$ cat src/rtl/pc_sequencer.sv
// Next-PC selection and pipeline control sequencer.
// Handles load-use stalls, memory freezes with deferred redirects, and perf counters.
module pc_sequencer (
  input  logic        clk_i,
  input  logic        rst_i,
  input  logic        start_i,
  input  logic [31:0] pc_i,
  input  logic        jump_i,
  input  logic [31:0] jump_target_i,
  input  logic        branch_i,
  input  logic [31:0] branch_target_i,
  input  logic        hazard_i,
  input  logic        mem_stall_i,
  output logic [31:0] pc_next_o,
  output logic        pc_stall_o,
  output logic        ifid_stall_o,
  output logic        ifid_flush_o,
  output logic        idex_bubble_o,
  output logic        pipe_freeze_o,
  output logic [1:0]  state_o,
  output logic [31:0] cycle_cnt_o,
  output logic [31:0] stall_cnt_o,
  output logic [31:0] flush_cnt_o
);

  typedef enum logic [1:0] {
    IDLE   = 2'b00,
    RUN    = 2'b01,
    FREEZE = 2'b10
  } state_t;

  state_t      state_q;
  state_t      state_d;
  logic        pend_q;
  logic [31:0] ptgt_q;
  logic [31:0] cycle_cnt_q;
  logic [31:0] stall_cnt_q;
  logic [31:0] flush_cnt_q;
  logic        normal;
  logic        active;
  logic        capture;
  logic        release_pend;

  assign active       = start_i && (state_q != IDLE);
  assign capture      = active && (state_q == RUN)
                        && mem_stall_i && (jump_i || branch_i);
  assign release_pend = active && (state_q == FREEZE) && !mem_stall_i;

  always_comb begin
    pc_next_o     = pc_i;
    pc_stall_o    = 1'b0;
    ifid_stall_o  = 1'b0;
    ifid_flush_o  = 1'b0;
    idex_bubble_o = 1'b0;
    pipe_freeze_o = 1'b0;
    normal        = 1'b0;
    state_d       = state_q;
    if (!start_i || state_q == IDLE) begin
      pc_next_o  = 32'd0;
      pc_stall_o = 1'b1;
      state_d    = start_i ? RUN : IDLE;
    end else if (mem_stall_i) begin
      pc_stall_o    = 1'b1;
      pipe_freeze_o = 1'b1;
      state_d       = FREEZE;
    end else begin
      state_d = RUN;
      if (state_q == FREEZE && pend_q) begin
        pc_next_o    = ptgt_q;
        ifid_flush_o = 1'b1;
      end else begin
        normal = 1'b1;
      end
    end
    // Hazard outranks redirects; ID re-presents the redirect next cycle.
    if (normal) begin
      if (hazard_i) begin
        pc_stall_o    = 1'b1;
        ifid_stall_o  = 1'b1;
        idex_bubble_o = 1'b1;
      end else if (jump_i) begin
        pc_next_o    = jump_target_i;
        ifid_flush_o = 1'b1;
      end else if (branch_i) begin
        pc_next_o    = branch_target_i;
        ifid_flush_o = 1'b1;
      end else begin
        pc_next_o = pc_i + 32'd4;
      end
    end
  end

  always_ff @(posedge clk_i or negedge rst_i) begin
    if (!rst_i) begin
      state_q <= IDLE;
      pend_q  <= 1'b0;
      ptgt_q  <= 32'd0;
    end else begin
      state_q <= state_d;
      if (!start_i || release_pend) begin
        pend_q <= 1'b0;
      end else if (capture) begin
        pend_q <= 1'b1;
        ptgt_q <= jump_i ? jump_target_i : branch_target_i;
      end
    end
  end

  always_ff @(posedge clk_i or negedge rst_i) begin
    if (!rst_i) begin
      cycle_cnt_q <= 32'd0;
      stall_cnt_q <= 32'd0;
      flush_cnt_q <= 32'd0;
    end else begin
      if (active)
        cycle_cnt_q <= cycle_cnt_q + 32'd1;
      if (active && pc_stall_o)
        stall_cnt_q <= stall_cnt_q + 32'd1;
      if (ifid_flush_o)
        flush_cnt_q <= flush_cnt_q + 32'd1;
    end
  end

  assign state_o     = state_q;
  assign cycle_cnt_o = cycle_cnt_q;
  assign stall_cnt_o = stall_cnt_q;
  assign flush_cnt_o = flush_cnt_q;

endmodule

$ cat config.mk
export PLATFORM = sky130hd
export DESIGN_NAME = pc_sequencer
export DESIGN_NICKNAME = d
export VERILOG_FILES = /design/src/rtl/pc_sequencer.sv
export SDC_FILE = /design/constraint.sdc
export NUM_CORES = 1
export LEC_CHECK = 0
export ABC_AREA = 0
export CAP_MARGIN = 20
export CORE_UTILIZATION = 43
export CTS_CLUSTER_SIZE = 14
export DETAILED_ROUTE_END_ITERATION = 12
export PLACE_DENSITY_LB_ADDON = 0.25
export REMOVE_ABC_BUFFERS = 1
export SLEW_MARGIN = 20
export SYNTH_ARGS = -nofsm -noshare
export SYNTH_HDL_FRONTEND = slang
export SYNTH_SLANG_ARGS = --single-unit
$ cat constraint.sdc
create_clock -name clk_i -period 2 [get_ports clk_i]
set_input_delay 0.3 -clock clk_i [delete_from_list [all_inputs] [get_ports clk_i]]
set_output_delay 0.3 -clock clk_i [all_outputs]
set_load 0.005 [all_outputs]
==> metrics <==
final setup fails=85; vias per cell=5.62; max-slew violation count=0; Worst Skew=0.00968 ns; die width=137 µm; TritonCTS sink count=131; Distinct cells, synth=67; Port Buf Inserts=237; H-tree Lvls=4; Tcrit/Tclk final=124%; first-pass GRT wire length=40.4 mm; RSZ-0062 raised after global routing=true; Final GP Congestion=0.905; critical path class=register to output port; Starting DRT DRC Count=544; total power=8300 µW; Final ANT Viol Nets=0; Top FF cell, synth=dfrtp_1; failing checks=negative setup slack; Slew HR=69.7%; DRC viols=0; total CTS buffers=17; Yosys warnings=0; status=complete, but fails checks; Mean Syn Cell Area=9.78 µm²; #FFs+latches synth=131; I/O pins=238; final WL=27.3 mm; share of layout cells above drive strength 1=30.2%; P per Cell Area=631 mW/mm²; CP Max Fanout=7; Max Clock Freq=404 MHz; async set-reset flop share out of synthesis=100%; Slew @ Worst Pin=0.455 ns; met1 Usage GRT=37.1%; clk slew on worst S/H paths=0.06 ns; CTS root buffer=clkbuf_16; vias in the first global route=7781; Std-Cell Core Area=0.0179 mm²; post-synthesis sequential area ratio=41.8%; CP startpoint kind=register; post-place setup slack=-0.936 ns; DRT Pass-1 Iters=5; met3 Track Usage GR=6.52%; number of core rows=49; GR Util met2=45.1%; Die Area=0.0188 mm²; cells after synthesis=802; design area=0.0131 mm²; Worst Hold Class=input port to asynchronous set/reset pin; CTS tree=yes; Setup crit end kind=output port; Post-synth EDFFs=0; critical path arrival=2.18 ns; DPL Wire Length=18.0 mm; final setup margin=-0.475 ns; WL per Instance=18.9 µm; area post-placement=0.0115 mm²; Area growth syn-to-layout=67.6%; Nets=1305; die height=137 µm; global route total overflow=0; GRT Resource Usage Total=28.0%; clk buf depth=2; crit path time final=2.48 ns; initial antenna violation count=1; Final Hold Fails=0; Lkg Pwr=0.00575 µW; GRT busiest layer=met2; Req. time, crit path=1.70 ns; max_cap viols=0; routed vias=8101; largest net degree at the start of global routing=52; worst vdd ir=826 µV; Initial Util=43.8%; Skew-Pair Late Insertion Delay=0.41 ns; Synth Cell Area=0.00784 mm²
-- what timing repair did --
action	4_1_cts	5_1_grt
hold buffers	1	0
setup endpoints to repair	52	102
cloned	8	1
hold endpoints to repair	42	0
pin swaps	51	47
gates resized for setup	233	103
setup buffers	27	20
-- Yosys cell counts (all sizes together) (10+ instances only) --
master  instances  share of area, %
and2           10              0.81
o22ai          19               1.5
clkbuf         18              0.88
and3           22               1.8
nand3          42               2.9
and4           17               1.9
nor2           57               2.7
nand4          47               4.2
inv            13              0.62
buf            26               1.8
xor2           27               3.0
dfrtp         131                42
xnor2          86               9.6
nand2          56               2.7
mux2i          63               8.0
o21ai          21               1.3
nor3           10              0.77
a21oi          40               2.6
-- cell families (layout without fill, tap and decap cells) --
kind of cell	Yosys count	in the layout	share of synthesized area (%)
simple gates	283	283	20.1
compound gates	145	146	12.7
flops	131	131	41.8
xor+xnor	113	113	12.6
mux	69	69	8.90
buf+inv	57	465	3.33
fa+ha+maj	4	4	0.638
other cells	0	1	0
-- flip-flops by register name, summed over array words and instances (netlist names) --
signal       count
stall_cnt_o     32
cycle_cnt_o     32
state_o          2
flush_cnt_o     32
pend_q           1
ptgt_q          32
-- cell type report --
type	instances	area [µm²]
Sequential cell	131	3280
Timing Repair Buffer	420	4060
Clock buffer	18	439
Clock inverter	14	144
Inverter	13	51.3
Fill cell	1277	4760
Antenna cell	1	2.50
Tap cell	229	287
Multi-Input combinational cell	615	4880
-- power by group --
group | switching (µW) | internal, µW | total, µW
logic | 833 | 1060 | 1900
registers | 327 | 3000 | 3320
clock network | 1290 | 1790 | 3080
-- cells in the final DEF, fill, tap and decap left out, types with 6 or more instances in the layout --
cell / count
nand2_1: 47
and3_1: 17
and2_1: 7
buf_12: 21
a22oi_1: 8
and4_1: 10
buf_2: 33
buf_6: 28
xnor2_1: 82
nand3_4: 6
dlygate4sd2_1: 15
xor2_1: 26
o22a_1: 8
dfrtp_1: 130
nand2_4: 6
nand4_1: 44
nor2_1: 48
nand3_2: 9
clkbuf_16: 18
nor2_2: 6
mux2i_1: 59
buf_4: 125
nand3_1: 27
o221ai_1: 8
and4_4: 6
o22ai_1: 14
a21oi_1: 38
inv_1: 11
o21ai_1: 8
o21ai_0: 11
clkdlybuf4s50_1: 181
-- path summary, 6_finish.rpt --
| kind | endpoint | slack, ns | from | depth (start not counted) |
|---|---|---|---|---|
| worst max-delay path | pc_next_o[27] | -0.48 | state_o[0] | 10 |
| worst min-delay path | cycle_cnt_o[10] | 0.39 | rst_i | 2 |
| worst max register to register | flush_cnt_o[18] | -0.31 | state_o[0] | 11 |
| worst min register to register | stall_cnt_o[31] | 0.47 | stall_cnt_o[31] | 1 |
| max in group asynchronous | ptgt_q[9] | 0.95 | rst_i | 3 |
| min in group clk_i | stall_cnt_o[31] | 0.47 | stall_cnt_o[31] | 1 |
-- layer usage --
| metal | up-vias | share of wire, % |
|---|---|---|
| li1 | 3764 | - |
| met3 | 45 | 7.3 |
| met2 | 347 | 47 |
| met1 | 3945 | 43 |
| met5 | - | 0 |
| met4 | 0 | 2.1 |
-- through the flow --
step | hold slack [ns] | std cells | TNS [ns] | util (%)
after floorplan | 0.00441 | 758 | -276.90 | -
after global placement | 0.259 | 1359 | -47.37 | 64.1
after detailed placement | 0.260 | 1359 | -50.29 | 64.1
after CTS | 0.389 | 1427 | -18.53 | 70.6
after global routing | 0.414 | 1440 | -26.76 | 73.4
final | 0.387 | 1441 | -19.10 | 73.4
-- critical path: stages, from the launching register on --
cell and delay (ns):
dfrtp_2 0.43, buf_4 0.14, buf_6 0.12, inv_4 0.06, a211o_4 0.17, nand2_4 0.08, buf_12 0.15, buf_12 0.13
buf_4 0.13, o22ai_1 0.20, buf_2 0.15
Power figures use the tool's default switching activity.
